**src/rtl/mem_stage.sv**
```systemverilog
// MEM stage of the RV32I pipeline: data-cache handshake for loads and stores,
// lane alignment, load extension and a registered one-cycle result toward WB.
module mem_stage #(
  parameter int unsigned STALL_CNT_W = 32
) (
  input  logic                   clk,
  input  logic                   rst,
  input  logic                   in_valid,
  output logic                   in_ready,
  input  logic [31:0]            in_alu_out,
  input  logic [31:0]            in_rs2,
  input  logic [2:0]             in_funct3,
  input  logic                   in_is_load,
  input  logic                   in_is_store,
  input  logic                   in_regwrite,
  input  logic [4:0]             in_rd,
  output logic                   dmem_read,
  output logic                   dmem_write,
  output logic [31:0]            dmem_address,
  output logic [31:0]            dmem_wdata,
  output logic [3:0]             dmem_byte_enable,
  input  logic [31:0]            dmem_rdata,
  input  logic                   dmem_resp,
  output logic                   wb_valid,
  output logic [31:0]            wb_data,
  output logic [4:0]             wb_rd,
  output logic                   wb_regwrite,
  output logic                   wb_misalign,
  output logic [STALL_CNT_W-1:0] stall_cycles
);

  typedef enum logic {IDLE, ACCESS} state_t;

  state_t      state;
  logic [31:0] addr_q;
  logic [2:0]  funct3_q;
  logic [4:0]  rd_q;
  logic        regwrite_q;
  logic        is_load_q;

  logic [1:0]  off_c;
  logic        is_mem_c;
  logic        misalign_c;
  logic        illegal_c;
  logic [3:0]  be_c;
  logic [31:0] shifted_c;
  logic [31:0] load_c;

  assign in_ready = (state == IDLE);

  // Decode of the incoming instruction: legality and lane mask.
  always_comb begin
    off_c      = in_alu_out[1:0];
    is_mem_c   = in_is_load | in_is_store;
    misalign_c = ((in_funct3[1:0] == 2'b01) && off_c[0]) ||
                 ((in_funct3[1:0] == 2'b10) && (off_c != 2'b00));
    if (in_is_load)
      illegal_c = (in_funct3 == 3'b011) || (in_funct3 == 3'b110) || (in_funct3 == 3'b111);
    else
      illegal_c = (in_funct3 > 3'b010);
    case (in_funct3[1:0])
      2'b00:   be_c = 4'b0001 << off_c;
      2'b01:   be_c = 4'b0011 << off_c;
      default: be_c = 4'b1111;
    endcase
  end

  // Load extraction from the returned cache word.
  always_comb begin
    shifted_c = dmem_rdata >> {addr_q[1:0], 3'b000};
    case (funct3_q)
      3'b000:  load_c = {{24{shifted_c[7]}}, shifted_c[7:0]};
      3'b100:  load_c = {24'h0, shifted_c[7:0]};
      3'b001:  load_c = {{16{shifted_c[15]}}, shifted_c[15:0]};
      3'b101:  load_c = {16'h0, shifted_c[15:0]};
      default: load_c = shifted_c;
    endcase
  end

  always_ff @(posedge clk or negedge rst) begin
    if (!rst) begin
      state            <= IDLE;
      addr_q           <= '0;
      funct3_q         <= '0;
      rd_q             <= '0;
      regwrite_q       <= 1'b0;
      is_load_q        <= 1'b0;
      dmem_read        <= 1'b0;
      dmem_write       <= 1'b0;
      dmem_address     <= '0;
      dmem_wdata       <= '0;
      dmem_byte_enable <= '0;
      wb_valid         <= 1'b0;
      wb_data          <= '0;
      wb_rd            <= '0;
      wb_regwrite      <= 1'b0;
      wb_misalign      <= 1'b0;
      stall_cycles     <= '0;
    end else begin
      wb_valid <= 1'b0;
      case (state)
        IDLE: begin
          if (in_valid) begin
            if (!is_mem_c || misalign_c || illegal_c) begin
              // Result goes straight to WB; faulting accesses never reach the cache.
              wb_valid    <= 1'b1;
              wb_data     <= in_alu_out;
              wb_rd       <= in_rd;
              wb_regwrite <= is_mem_c ? 1'b0 : in_regwrite;
              wb_misalign <= is_mem_c;
            end else begin
              state            <= ACCESS;
              addr_q           <= in_alu_out;
              funct3_q         <= in_funct3;
              rd_q             <= in_rd;
              regwrite_q       <= in_regwrite;
              is_load_q        <= in_is_load;
              dmem_read        <= in_is_load;
              dmem_write       <= ~in_is_load;
              dmem_address     <= {in_alu_out[31:2], 2'b00};
              dmem_wdata       <= in_is_load ? 32'h0 : (in_rs2 << {off_c, 3'b000});
              dmem_byte_enable <= be_c;
            end
          end
        end
        ACCESS: begin
          if (stall_cycles != {STALL_CNT_W{1'b1}})
            stall_cycles <= stall_cycles + STALL_CNT_W'(1);
          if (dmem_resp) begin
            state       <= IDLE;
            dmem_read   <= 1'b0;
            dmem_write  <= 1'b0;
            wb_valid    <= 1'b1;
            wb_data     <= is_load_q ? load_c : addr_q;
            wb_rd       <= rd_q;
            wb_regwrite <= is_load_q & regwrite_q;
            wb_misalign <= 1'b0;
          end
        end
        default: state <= IDLE;
      endcase
    end
  end

endmodule

```
**config.mk**
```make
export PLATFORM = sky130hd
export DESIGN_NAME = mem_stage
export DESIGN_NICKNAME = d
export VERILOG_FILES = /design/src/rtl/mem_stage.sv
export SDC_FILE = /design/constraint.sdc
export NUM_CORES = 1
export LEC_CHECK = 0
export CAP_MARGIN = 20
export CORE_MARGIN = 2
export CORE_UTILIZATION = 50
export CTS_CLUSTER_SIZE = 30
export DETAILED_ROUTE_END_ITERATION = 8
export PLACE_DENSITY = 0.95
export SETUP_SLACK_MARGIN = 0.15
export SKIP_CTS_REPAIR_TIMING = 1
export SYNTH_ARGS = -nofsm -noshare
export SYNTH_HDL_FRONTEND = slang
export SYNTH_SLANG_ARGS = --single-unit
```
**constraint.sdc**
```tcl
create_clock -name clk -period 4.6 [get_ports clk]
set_input_delay 0.92 -clock clk [delete_from_list [all_inputs] [get_ports clk]]
set_output_delay 0.92 -clock clk [all_outputs]
set_load 0.05 [all_outputs]
```
# Word-level counts from Yosys, hierarchy flattened
# Index checks and enable logic that the tools add are counted.
[classes]
add_sub_neg = 1
n_lt_le_gt_ge = 1
eq_ne = 13
shift = 4
muxes = 36
bitwise = 5
n_reduce_logical = 15
[ops]
columns = ["cell", "n"]
rows = [
  ["2-to-1 mux 32 bit", 5],
  ["one-hot mux 32 bit (4 select lines)", 1],
  ["one-hot mux 32 bit (2 select lines)", 1],
  ["adder 32 x 1 -> 32 bit, second input constant", 1],
  ["inequality test 32 bit, second input constant", 1],
  ["<< shifter 32 x 5 -> 32 bit", 1],
  ["right shift 32 x 5 -> 32 bit", 1],
  ["2-to-1 mux 1 bit", 18],
  ["2-to-1 mux 5 bit", 3],
  ["equality test 3 bit, second input constant", 4],
  ["one-hot mux 1 bit (2 select lines)", 6],
  ["one-hot mux 5 bit (2 select lines)", 1],
  ["AND reduction 3 bit", 3],
  ["one-hot mux 4 bit (2 select lines)", 1],
  ["inequality test 2 bit, second input constant", 3],
  ["logical OR 1 bit", 5],
  ["<< shifter 1 x 2 -> 4 bit, first input constant", 1],
  ["<< shifter 2 x 2 -> 4 bit, first input constant", 1],
  ["equality test 3 x 1 -> 1 bit, second input constant", 1],
  ["equality test 3 x 2 -> 1 bit, second input constant", 1],
  ["greater-than comparator 3 x 2 -> 1 bit, second input constant", 1],
  ["logical NOT 3 bit", 1],
  ["inverter 1 bit", 3],
  ["equality test 2 x 1 -> 1 bit, second input constant", 1],
  ["other kinds (9)", 10],
]
[totals]
regBits = 183
in_bits = 111
output_inout_bits = 143
wordCells = 92

# Longest topological paths before layout
[depth]
depth_word = 8
ltp_mapped = 7
ltp_nobuf = 6

# Worst setup path before layout
# Ideal clock, no wire load.
[synth_timing]
path_type = "input to register"
start = "input in_is_store"
end = "register addr_q[0]"
setup_ns = 0.125
arrival_time_ns = 2.210
t_required_ns = 4.475
path_slack_ns = 2.265
path_stages = 6
n_path_buf = 2
path_cell_list = "nor2b_1 -> o22ai_1 -> nand3b_1 -> buf_2 -> buf_2 -> mux2_2"
[synth_between]
elab_chain_cells = 6
[synth_rtl]
columns = ["element", "line_no", "text"]
rows = [
  ["start, declared", "14", "input logic in_is_store,"],
  ["bitwise OR 1 bit", "54", "is_mem_c = in_is_load | in_is_store;"],
  ["logical NOT 1 bit", "104", "if (!is_mem_c || misalign_c || illegal_c) begin"],
  ["logical OR 1 bit (2 in series)", "104", ""],
  ["inverter 1 bit (no line)", "-", ""],
  ["AND reduction 3 bit (no line)", "-", ""],
  ["end signal, assigned", "113", "addr_q <= in_alu_out;"],
  ["end, declared", "35", "logic [31:0] addr_q;"],
]
# No other way between the ends.
# A chain may end at the register's enable or synchronous reset.

# Worst setup path after layout
[layout_timing]
start = "input in_is_load"
end = "register rd_q[0]"
[layout_between]
elab_chain_cells = 6
word_cells_on_any_way = 7
cone_classes = "1 x mux; 2 x bitwise; 4 x reduce/logical"
[layout_rtl]
columns = ["element", "line_no", "text"]
rows = [
  ["start, declared", "13", "input logic in_is_load,"],
  ["bitwise OR 1 bit", "54", ""],
  ["logical NOT 1 bit", "104", ""],
  ["logical OR 1 bit", "104", ""],
  ["logical OR 1 bit *", "104", ""],
  ["inverter 1 bit (no line) *", "-", ""],
  ["AND reduction 3 bit (no line) *", "-", ""],
  ["end signal, assigned", "115", "rd_q <= in_rd;"],
  ["end, declared", "37", "logic [4:0] rd_q;"],
]
# Every way passes the cells marked *; elsewhere a longest branch is shown, timed or not.

==> metrics.cfg <==
[floorplanning]
die_h_um=130.1
ios=254
die_w_um=130.1
start_util=0.5061
std_cell_rows=46
die-area_sq_mm=0.01693
core_sq_mm=0.01571

[layout]
antenna-diode-count=0
regArea_sq_mm=0.003829
nFillCells=1117
fin_nets=1114
multi_input_area_sq_mm=0.003646
drive_gt1_frac=0.1055
synthToLayoutAreaGrowth_pct=37.93

[timing]
fin_setup_tns_ps=0
slew_headroom=0.3040
layout_min_cycle_time_ps=3124
hold_viol=0
worst_pin_slew_ps=1044
finalCritPeriodShare=0.6791
rsz0062_at_grt=false
fin_skew_ps=3.566
finalMaxSlewViolations=0
fmax_mhz=320.1
setup_viol=0
hold-worst-slack_ps=434.9

[route]
drt-initial-drc-count=673
wire_per_inst_um=19.57
routed_wl_um=24070
ant_nets=0
drtPass1Iterations=5
viasPerCell=5.834
vias=7176
drc=0

[synthesis]
syn_area_per_cell_sq_um=9.953
syn_area_sq_mm=0.007953
synthDistinctLibCells=53
yosysWarnings=0
synth_flop_cell=dfrtp_1
synth_top_area_cell=dfrtp_1
async_flop_share=1.000
post-synth-top-count-cell=dfrtp_1
synth_edf_count=0
synth_cells=799
synth_seq_cells=153
synth_top_area_share=0.4814
netlist_top_cells_count=dfrtp_1, nand2_1, nor2_1
synth_area_leaders=dfrtp_1, mux2_2, nand2_1, mux2i_1, buf_4
ys_seq_area_frac=0.4814

[critical_path]
startpoint_type=input pin
crit_required_ps=4910
crit_path_top_delay_cell=buf_4
crit_type=in -> reg
cp_common_cell=buf_4
critPathMaxStageDelay_ps=480
cp-end-kind=flop
cp_max_fo=47
cp.arrival_ps=3430
crit_path_cell_trace=clkdlybuf4s50_1, buf_4, a21boi_0, o22ai_1, nand3b_1, buf_4, mux2_2

[power]
vdd_ir_drop_max_mv=0.4453
p_leak_uw=0.004646
power.density_mw_per_mm2=511.9

[clock_network]
ctsHtreeMaxLevel=4
cts.sink_count=153
cts_buffer_depth=2
clkLatencyLatePin_ps=420
root_buffer=clkbuf_16
cts_tree=done
clk_pin_slew_worst_paths_ps=60
cts_buffers=17

[global_route]
grt_pass1_vias=7161
grt_pass1_wl_um=37610
gr-total-overflow=0
antenna_found_initial=2
grt_max_degree=55
grt_use_total=0.2870

[placement]
gp_congestion=0.9338
port_buffers=251
dp_hpwl_um=17190

[job]
max-cap-violations=0

[run_status]
status=complete, no violations

[worst_hold_path]
hp-class=in -> async

==> layout make-up <==
class / instances / share of cell area
Clock inverter: 12 / 0.01141
Tap cell: 216 / 0.02464
Multi-Input combinational cell: 556 / 0.3324
Sequential cell: 153 / 0.3490
Timing Repair Buffer: 266 / 0.2394
Inverter: 8 / 0.002738
Clock buffer: 19 / 0.04038
==> through the flow <==
stage	area [sq um]	cells	worst slack [ps]	total power, uW	utilization
final	10970	1230	1476	5615	0.6981
after CTS	10970	1230	1516	5621	0.6981
after global placement	10400	1199	1136	4200	0.6620
after global routing	10970	1230	1305	5828	0.6981
after detailed placement	10400	1199	1073	4254	0.6620
after floorplan	7956	800	2265	3477	-
==> logic make-up (layout without fill, tap and decap cells) <==
family,count (synthesis),count (layout),share of synthesized area
adders and majority gates,1,1,0.001573
DFF,153,153,0.4814
AOI/OAI and AO/OA,193,193,0.1630
xor gates and xnor gates,28,28,0.03084
buffers and inverters,91,305,0.06152
other,1,2,0.0004715
muxes,83,83,0.1125
and+or+nand+nor,249,249,0.1487
==> worst paths after layout <==
check,start,end,slack [ps],cells past startpoint
worst max-delay path,in_is_load,rd_q[0],1480,7
worst min-delay path,rst,addr_q[2],430,1
worst max register to register,addr_q[1],wb_data[31],1550,5
worst min register to register,dmem_wdata[27],dmem_wdata[27],480,1
max in group asynchronous,rst,wb_data[4],3070,2
min in group clk,dmem_wdata[27],dmem_wdata[27],480,1
==> worst max-delay path, delay by kind of cell <==
kind / cells / cell delay [ps]
buffers and inverters: 3 / 1080
AO/OA/AOI/OAI: 2 / 580
AND/OR/NAND/NOR: 1 / 460
multiplexers: 1 / 380
==> sequential cells by signal, indices dropped and copies added, names as in the netlist, 3 cells and up <==
register,cells
funct3_q,3
rd_q,5
stall_cycles,32
dmem_byte_enable,4
wb_data,32
dmem_wdata,32
wb_rd,5
addr_q,32
==> where the power goes <==
| part | switching, uW | internal (uW) |
|---|---|---|
| sequential | 268 | 1630 |
| combinational | 1520 | 840 |
| clock | 553 | 807 |
==> per-layer routing <==
layer / vias to the layer above / global-route usage / part of all wire
met2: 367 / 0.4604 / 0.49
li1: 3237 / - / -
met3: 74 / 0.07298 / 0.091
met4: 2 / 0.1373 / 0.042
met5: - / 0 / 0.00054
met1: 3496 / 0.3653 / 0.38
==> cells in the final DEF (no fill, tap or decap), drive strengths merged, types with 2 or more instances in the layout <==
master | synthesis | layout
clkdlybuf4s50 | 0 | 250
dfrtp | 153 | 153
nand2 | 90 | 90
nor2 | 54 | 54
mux2 | 51 | 51
o21ai | 48 | 48
a21oi | 42 | 42
mux2i | 32 | 32
nor2b | 29 | 29
nand3 | 24 | 24
o31ai | 23 | 23
xor2 | 19 | 19
clkbuf | 26 | 19
buf | 57 | 16
a21o | 15 | 15
a211oi | 14 | 14
nor3 | 14 | 14
nand4 | 10 | 10
xnor2 | 9 | 9
o211ai | 9 | 9
a222oi | 8 | 8
o221ai | 8 | 8
a2bb2oi | 8 | 8
a2111oi | 8 | 8
clkinv | 3 | 8
and3 | 7 | 7
inv | 5 | 7
and4 | 5 | 5
or2 | 4 | 4
and2 | 3 | 3
nand3b | 3 | 3
nor4 | 3 | 3
clkinvlp | 0 | 3
a31oi | 2 | 2
conb | 1 | 2
bufinv | 0 | 2
No activity file was read; power rests on OpenSTA's default activity.
